`config.mk`:
```
export PLATFORM = sky130hd
export DESIGN_NAME = mailbox_mem_arbiter
export DESIGN_NICKNAME = d
export VERILOG_FILES = /design/src/rtl/mailbox_arb_pkg.sv /design/src/rtl/mailbox_arb_rr.sv /design/src/rtl/mailbox_mem_arbiter.sv
export SDC_FILE = /design/constraint.sdc
export NUM_CORES = 1
export LEC_CHECK = 0
export ABC_AREA = 1
export CAP_MARGIN = 15
export CELL_PAD_IN_SITES_DETAIL_PLACEMENT = 1
export CELL_PAD_IN_SITES_GLOBAL_PLACEMENT = 1
export CORE_UTILIZATION = 25
export CTS_CLUSTER_SIZE = 8
export DETAILED_ROUTE_END_ITERATION = 10
export GPL_TIMING_DRIVEN = 0
export PLACE_DENSITY = 0.71
export SLEW_MARGIN = 20
export SYNTH_ARGS = -nofsm -noshare
export SYNTH_HDL_FRONTEND = slang
export SYNTH_SLANG_ARGS = --single-unit
```
`constraint.sdc`:
```
create_clock -name iCLK -period 2 [get_ports iCLK]
set_clock_uncertainty 0.15 [all_clocks]
set_input_delay 0.3 -clock iCLK [delete_from_list [all_inputs] [get_ports iCLK]]
set_output_delay 0.3 -clock iCLK [all_outputs]
set_load 0.01 [all_outputs]
```
`src/rtl/mailbox_arb_pkg.sv`:
```
// Shared types and limits for the Pi mailbox memory arbiter.
// The optional grant counters are enabled with MAILBOX_ARB_STATS_EN (see mailbox_mem_arbiter).
package mailbox_arb_pkg;

  typedef enum logic [1:0] {
    IDLE,
    ISSUE,
    RD_WAIT
  } arb_state_t;

  typedef enum logic {
    PORT_A,
    PORT_B
  } port_id_t;

  localparam int MAX_READ_LATENCY = 4;

  function automatic port_id_t other_port(input port_id_t p);
    return (p == PORT_A) ? PORT_B : PORT_A;
  endfunction

endpackage

```
`src/rtl/mailbox_arb_rr.sv`:
```
// Two-way round-robin pick: on a tie the port that did not win last time is chosen.
// Purely combinational; the last_grant register lives in the parent.
module mailbox_arb_rr
  import mailbox_arb_pkg::*;
(
  input  logic     req_a,
  input  logic     req_b,
  input  port_id_t last_grant,
  output logic     grant_valid,
  output port_id_t grant_id
);

  always_comb begin
    grant_valid = req_a | req_b;
    grant_id    = PORT_A;
    if (req_a && req_b) begin
      grant_id = other_port(last_grant);
    end else if (req_b) begin
      grant_id = PORT_B;
    end
  end

endmodule

```
`src/rtl/mailbox_mem_arbiter.sv`:
```
// Shares the mailbox s1 Avalon-MM slave between the SPI bridge (A) and an FPGA client (B).
// Define MAILBOX_ARB_STATS_EN to add saturating per-port grant counters.
module mailbox_mem_arbiter
  import mailbox_arb_pkg::*;
#(
  parameter int ADDR_W       = 28,
  parameter int DATA_W       = 32,
  parameter int READ_LATENCY = 1
) (
  input  logic              iCLK,
  input  logic              iRST_n,

  input  logic              a_req,
  input  logic              a_we,
  input  logic [ADDR_W-1:0] a_addr,
  input  logic [DATA_W-1:0] a_wdata,
  output logic              a_ack,
  output logic              a_rvalid,
  output logic [DATA_W-1:0] a_rdata,

  input  logic              b_req,
  input  logic              b_we,
  input  logic [ADDR_W-1:0] b_addr,
  input  logic [DATA_W-1:0] b_wdata,
  output logic              b_ack,
  output logic              b_rvalid,
  output logic [DATA_W-1:0] b_rdata,

  output logic [ADDR_W-1:0] mem_addr,
  output logic              mem_read,
  output logic              mem_write,
  output logic [DATA_W-1:0] mem_writedata,
  input  logic [DATA_W-1:0] mem_readdata,
  input  logic              mem_waitrequest
`ifdef MAILBOX_ARB_STATS_EN
  ,
  output logic [15:0]       a_grant_cnt,
  output logic [15:0]       b_grant_cnt
`endif
);

  localparam int CNT_W     = $clog2(MAX_READ_LATENCY);
  // Out-of-range latencies are clamped so the counter can never wrap past its load value.
  localparam int LAT_CLAMP = (READ_LATENCY < 1) ? 1 :
                             (READ_LATENCY > MAX_READ_LATENCY) ? MAX_READ_LATENCY :
                             READ_LATENCY;
  localparam logic [CNT_W-1:0] LAT_LOAD = CNT_W'(LAT_CLAMP - 1);

  arb_state_t        state_reg;
  port_id_t          grant_reg;
  port_id_t          last_grant_reg;
  logic [CNT_W-1:0]  lat_cnt_reg;

  logic              grant_valid;
  port_id_t          grant_id;
  logic              sel_we;
  logic [ADDR_W-1:0] sel_addr;
  logic [DATA_W-1:0] sel_wdata;
  logic              accept;

  mailbox_arb_rr u_rr (
    .req_a       (a_req),
    .req_b       (b_req),
    .last_grant  (last_grant_reg),
    .grant_valid (grant_valid),
    .grant_id    (grant_id)
  );

  always_comb begin
    sel_we    = a_we;
    sel_addr  = a_addr;
    sel_wdata = a_wdata;
    if (grant_id == PORT_B) begin
      sel_we    = b_we;
      sel_addr  = b_addr;
      sel_wdata = b_wdata;
    end
  end

  // The command is taken by memory in the ISSUE cycle where waitrequest is low.
  assign accept = (state_reg == ISSUE) && !mem_waitrequest;
  assign a_ack  = accept && (grant_reg == PORT_A);
  assign b_ack  = accept && (grant_reg == PORT_B);

  always_ff @(posedge iCLK or negedge iRST_n) begin
    if (!iRST_n) begin
      state_reg      <= IDLE;
      grant_reg      <= PORT_A;
      last_grant_reg <= PORT_B;
      lat_cnt_reg    <= '0;
      mem_addr       <= '0;
      mem_read       <= 1'b0;
      mem_write      <= 1'b0;
      mem_writedata  <= '0;
      a_rvalid       <= 1'b0;
      b_rvalid       <= 1'b0;
      a_rdata        <= '0;
      b_rdata        <= '0;
    end else begin
      a_rvalid <= 1'b0;
      b_rvalid <= 1'b0;
      case (state_reg)
        IDLE: begin
          if (grant_valid) begin
            grant_reg      <= grant_id;
            last_grant_reg <= grant_id;
            mem_addr       <= sel_addr;
            mem_writedata  <= sel_wdata;
            mem_write      <= sel_we;
            mem_read       <= !sel_we;
            state_reg      <= ISSUE;
          end
        end
        ISSUE: begin
          if (!mem_waitrequest) begin
            mem_read  <= 1'b0;
            mem_write <= 1'b0;
            if (mem_read) begin
              lat_cnt_reg <= LAT_LOAD;
              state_reg   <= RD_WAIT;
            end else begin
              state_reg <= IDLE;
            end
          end
        end
        RD_WAIT: begin
          // Count 0 marks the cycle in which mem_readdata is valid.
          if (lat_cnt_reg == '0) begin
            if (grant_reg == PORT_A) begin
              a_rdata  <= mem_readdata;
              a_rvalid <= 1'b1;
            end else begin
              b_rdata  <= mem_readdata;
              b_rvalid <= 1'b1;
            end
            state_reg <= IDLE;
          end else begin
            lat_cnt_reg <= lat_cnt_reg - CNT_W'(1);
          end
        end
        default: begin
          state_reg <= IDLE;
        end
      endcase
    end
  end

`ifdef MAILBOX_ARB_STATS_EN
  always_ff @(posedge iCLK or negedge iRST_n) begin
    if (!iRST_n) begin
      a_grant_cnt <= '0;
      b_grant_cnt <= '0;
    end else begin
      if (a_ack && (a_grant_cnt != 16'hFFFF)) begin
        a_grant_cnt <= a_grant_cnt + 16'd1;
      end
      if (b_ack && (b_grant_cnt != 16'hFFFF)) begin
        b_grant_cnt <= b_grant_cnt + 16'd1;
      end
    end
  end
`endif

endmodule

```
; ---- After elaboration in Yosys (flattened, before gate mapping)
; Cells that the tools add are included.
[totals]
latch_bits = 0
register_bits = 134
rom_bits = 0
mem_count = 0
input_bits = 159
ramBits = 0
[classes]
shift = 0
order_cmp = 0
multipliers = 0
addsub = 1
div = 0
n_mux = 26
n_eq_ne = 7
reduce_logical = 16
bitwise_logic = 2
[op_table]
columns = cell, n
row1 = $mux W32, 1
row2 = $mux W28, 1
row3 = $mux W2, 7
row4 = $mux W1, 13
row5 = $reduce_and A3 Y1, 4
row6 = $ne A2 B2 Y1 const B, 5
row7 = $pmux W2 S3, 1
row8 = $logic_and A1 B1 Y1, 4
row9 = $logic_not A2 Y1, 2
row10 = $pmux W1 S2, 2
row11 = $pmux W2 S2, 1
row12 = $reduce_and A4 Y1, 1
row13 = $reduce_bool A2 Y1, 2
row14 = $eq A2 B1 Y1 const B, 1
row15 = $eq A2 B2 Y1 const B, 1
row16 = $logic_not A1 Y1, 2
row17 = $reduce_and A2 Y1, 1
row18 = $sub A2 B1 Y2 const B, 1
row19 = $not A1 Y1, 1
row20 = $or A1 B1 Y1, 1

; ---- Logic depth before layout (Yosys ltp)
[depth]
ltp_word = 6
mapped_depth = 8
mapped_depth_nobuf = 7

; ---- Cells and area by module
; Synthesis repeated with hierarchy kept, for this count alone.
[unflattened]
hier_cells = 750
area_unflattened_um2 = 6190.9
[modules_own_cells]
columns = mod, instances, seq_area_each_um2, area_each_um2, cells_each
row1 = mailbox_mem_arbiter, 1, 3354.5, 6175.9, 747
row2 = mailbox_arb_rr, 1, 0.0, 15.0, 3

; ---- Worst setup path before layout
; Ideal clock, no wire load.
[synth_timing]
kind = register to register
start = register last_grant_reg
end = register mem_addr[0]
arrival_time_ns = 1.177
setup_ns = 0.121
synth_period_minus_slack_ns = 1.448
path_slack_ns = 0.552
path_stages_with_launch = 8
cell_sequence = dfstp_2 -> nand2_1 -> nand2_1 -> buf_2 -> buf_2 -> nand2_1 -> nand2_1 -> o21ai_1
[synth_between]
elab_chain_cells = 3
[synth_rtl]
columns = element, line
row1 = from (decl), mailbox_mem_arbiter.sv:51  ; port_id_t last_grant_reg;
row2 = from (signal assigned), mailbox_mem_arbiter.sv:106  ; last_grant_reg <= grant_id;
row3 = $mux W1, mailbox_arb_pkg.sv:19  ; return (p == PORT_A) ? PORT_B : PORT_A;
row4 = $mux W1, mailbox_arb_rr.sv:16  ; if (req_a && req_b) begin
row5 = $mux W28, mailbox_mem_arbiter.sv:73  ; if (grant_id == PORT_B) begin
row6 = to (signal assigned), mailbox_mem_arbiter.sv:107  ; mem_addr <= sel_addr;
row7 = to (decl), mailbox_mem_arbiter.sv:29  ; output logic [ADDR_W-1:0] mem_addr,
; Every way passes these cells.
; A chain may end at the register's enable or synchronous reset.

; ---- Worst setup path in the final report
[layout_timing]
start = register state_reg[1]
end = output port b_ack
[layout_between]
elab_chain_cells = 3
[layout_rtl]
columns = element, line
row1 = from (decl), mailbox_mem_arbiter.sv:49  ; arb_state_t state_reg;
row2 = from (signal assigned), mailbox_mem_arbiter.sv:87  ; state_reg <= IDLE;
row3 = from (signal assigned), mailbox_mem_arbiter.sv:111  ; state_reg <= ISSUE;
row4 = from (signal assigned), mailbox_mem_arbiter.sv:120  ; state_reg <= RD_WAIT;
row5 = $eq A2 B1 Y1, mailbox_mem_arbiter.sv:81  ; assign accept = (state_reg == ISSUE) && !mem_waitrequest;
row6 = $logic_and A1 B1 Y1, mailbox_mem_arbiter.sv:81
row7 = $logic_and A1 B1 Y1, mailbox_mem_arbiter.sv:83  ; assign b_ack = accept && (grant_reg == PORT_B);
row8 = to (decl), mailbox_mem_arbiter.sv:25  ; output logic b_ack,
; Every way passes these cells.

==> out/qor.yml <==
port_buffers: 288
cts_tree: "yes"
post_drt_wl_per_cell_um: 16.1
dpl.hpwl_mm: 16.9
fmaxAchievable_mhz: 529
status: "finished, final reports clean"
ir_drop_v: 0.000522
worst-setup-path-type: "reg2out"
cp-end-kind: "output port"
via_per_inst: 4.24
yosys_warnings: 0
stdcell_count: 1377
die_y_um: 156
worst_pin_slew_ns: 0.494
grt.total_usage: 0.191
clk_latency_ns: 0.42
largestRegisters: "a_rdata (32), b_rdata (32), mem_writedata (32)"
initial_utilization: 0.258
gp_congestion: 0.772
yosys.area.top_type: "dfrtp_1"
finalSetupViolCount: 0
cts.clk_slew.worst_paths_ns: 0.06
leakagePower_nw: 4.76
synth_seq_cells: 134
die_w_um: 156
firstDrtPassIters: 4
synth_edf_count: 0
syn_to_final_growth_pct: 66.3
synth_top_area_share: 0.565
fin_crit_sh: 0.945
drive_gt1_frac: 0.0696
p_total_mw: 14.5
worstHoldPathType: "in2async"
dp_slack_ns: -0.148
start_kind: "flop"
coreArea_mm2: 0.0228
drv_cap: 0
antenna_found_initial: 0
yosys.cell_types.count: 19
power.density_mw_per_mm2: 1480
yosys.cell_count.top_type: "nand2_1"
ys_seq_area_frac: 0.569
relSlewSlack: 0.670
finalNetCount: 1211
grt_pass1_wl_mm: 34.9
required_ns: 1.55
slew_viol_final: 0
rows: 55
fin_setup_tns_ns: 0
drc: 0
final-hold-violation-count: 0
clockBufferDepth: 2
synthesis.nets: 901
drtIter0Drc: 215
grt_pass1_vias: 6270
netlist_area_mm2: 0.00589
critPathMaxFanout: 4
cts_inserted_buffers: 17
die_area_mm2: 0.0242
ios: 289
yosys-top-cells-count: "261 x nand2_1, 133 x dfrtp_1, 100 x inv_1"
cts_root_buf: "clkbuf_16"
ys.flop_type: "dfrtp_1"
rsz0062_at_grt: "false"
netlist_instances: 741
clkSinkCount: 134
postRouteAntennaNets: 0
syn_area_per_cell_um2: 7.95
routed_wl_mm: 22.2
finalWorstSetupSlack_ns: 0.110
async_reset_ff_frac: 1.00
gr-total-overflow: 0
grt_max_degree: 82
cts_max_level: 4
period_needed_ns: 1.89
yosys-top-cells-area: "dfrtp_1 56%, nand2_1 17%, inv_1 6.4%"
num_vias: 5836
dp_cells: 1343
cp.arrival_ns: 1.44
## through the flow
stage               hold slack, ns  utilization  instance area (µm²)
floorplan                   -0.146            -                 5890
global placement             0.305        0.401                 9170
detailed placement           0.109        0.403                 9200
CTS                          0.252        0.428                 9790
global route                 0.277        0.429                 9790
finish                       0.262        0.429                 9800
## cell families after synthesis
logic type,after synthesis,synth area share
AOI/OAI and AO/OA,126,0.107
adders and majority gates,1,0.00212
buffers and inverters,142,0.102
DFF,134,0.569
and+or+nand+nor,338,0.220
## worst paths after layout
| check | slack [ns] | startpoint | cells past startpoint | endpoint |
|---|---|---|---|---|
| min reg2reg | 0.33 | last_grant_reg | 2 | last_grant_reg |
| max in group asynchronous | 0.62 | iRST_n | 3 | last_grant_reg |
| min | 0.26 | iRST_n | 2 | mem_writedata[27] |
| max reg2reg | 0.18 | last_grant_reg | 7 | mem_writedata[29] |
| min in group iCLK | 0.30 | mem_readdata[4] | 3 | b_rdata[4] |
| max | 0.11 | state_reg[1] | 4 | b_ack |
## worst max-delay path: stages (launching register included)
cell and delay (ns):
dfrtp_1 0.41, inv_2 0.10, nand3b_1 0.13, nor2_1 0.11
dlygate4sd2_1 0.29
## area by class of cell
| cell class | instances | area, µm² |
|---|---|---|
| Multi-Input combinational cell | 465 | 1940 |
| Clock inverter | 12 | 128 |
| Buffer | 39 | 213 |
| Tap cell | 313 | 392 |
| Inverter | 103 | 387 |
| Antenna cell | 1 | 2.50 |
| Clock buffer | 19 | 453 |
| Timing Repair Buffer | 291 | 2930 |
| Fill cell | 2759 | 13100 |
| Sequential cell | 134 | 3350 |
## where the power goes
group | total [mW] | switching, mW | internal, mW
registers | 4.83 | 0.768 | 4.06
clock network | 3.12 | 1.23 | 1.89
logic | 6.51 | 3.16 | 3.35
## cell usage in the layout (no fill, tap or decap)
| master | Yosys | routed |
|---|---|---|
| nor2_4 | 1 | 1 |
| clkinvlp_4 | 0 | 4 |
| clkbuf_1 | 5 | 5 |
| buf_8 | 0 | 1 |
| bufinv_16 | 0 | 2 |
| o21ai_1 | 74 | 74 |
| clkinv_2 | 0 | 4 |
| dfstp_2 | 1 | 1 |
| nor2_2 | 1 | 1 |
| inv_1 | 100 | 100 |
| buf_4 | 2 | 3 |
| clkbuf_16 | 0 | 17 |
| o21ai_0 | 52 | 52 |
| clkbuf_8 | 0 | 2 |
| nand2_1 | 261 | 261 |
| nand3b_1 | 1 | 1 |
| diode_2 | 0 | 1 |
| buf_2 | 29 | 29 |
| dlygate4sd2_1 | 0 | 2 |
| buf_6 | 3 | 3 |
| clkinv_4 | 0 | 1 |
| clkdlybuf4s50_1 | 0 | 285 |
| dfrtp_1 | 133 | 133 |
| nand4_1 | 1 | 1 |
| buf_16 | 0 | 1 |
| inv_6 | 0 | 1 |
| nor2_1 | 65 | 65 |
| inv_2 | 3 | 3 |
| nor3_1 | 1 | 1 |
| nand3_1 | 7 | 7 |
| dlygate4sd3_1 | 0 | 1 |
| ha_1 | 1 | 1 |
## what timing repair did
| item | 4_1_cts | 5_1_grt |
|---|---|---|
| hold buffers | 1 | 0 |
| setup endpoints to repair | 2 | 2 |
| endpoints found under the hold margin | 53 | 0 |
| gates resized for setup | 2 | 0 |
| cloned | 0 | 0 |
| setup buffers | 0 | 1 |
## routing by layer
layer	vias to the layer above	global-route usage	share of wire
met2	224	0.328	0.48
met1	2731	0.221	0.42
met5	-	0	0
met4	0	0.0448	0.0096
met3	16	0.0774	0.092
li1	2865	-	-
Power figures use the tool's default switching activity.
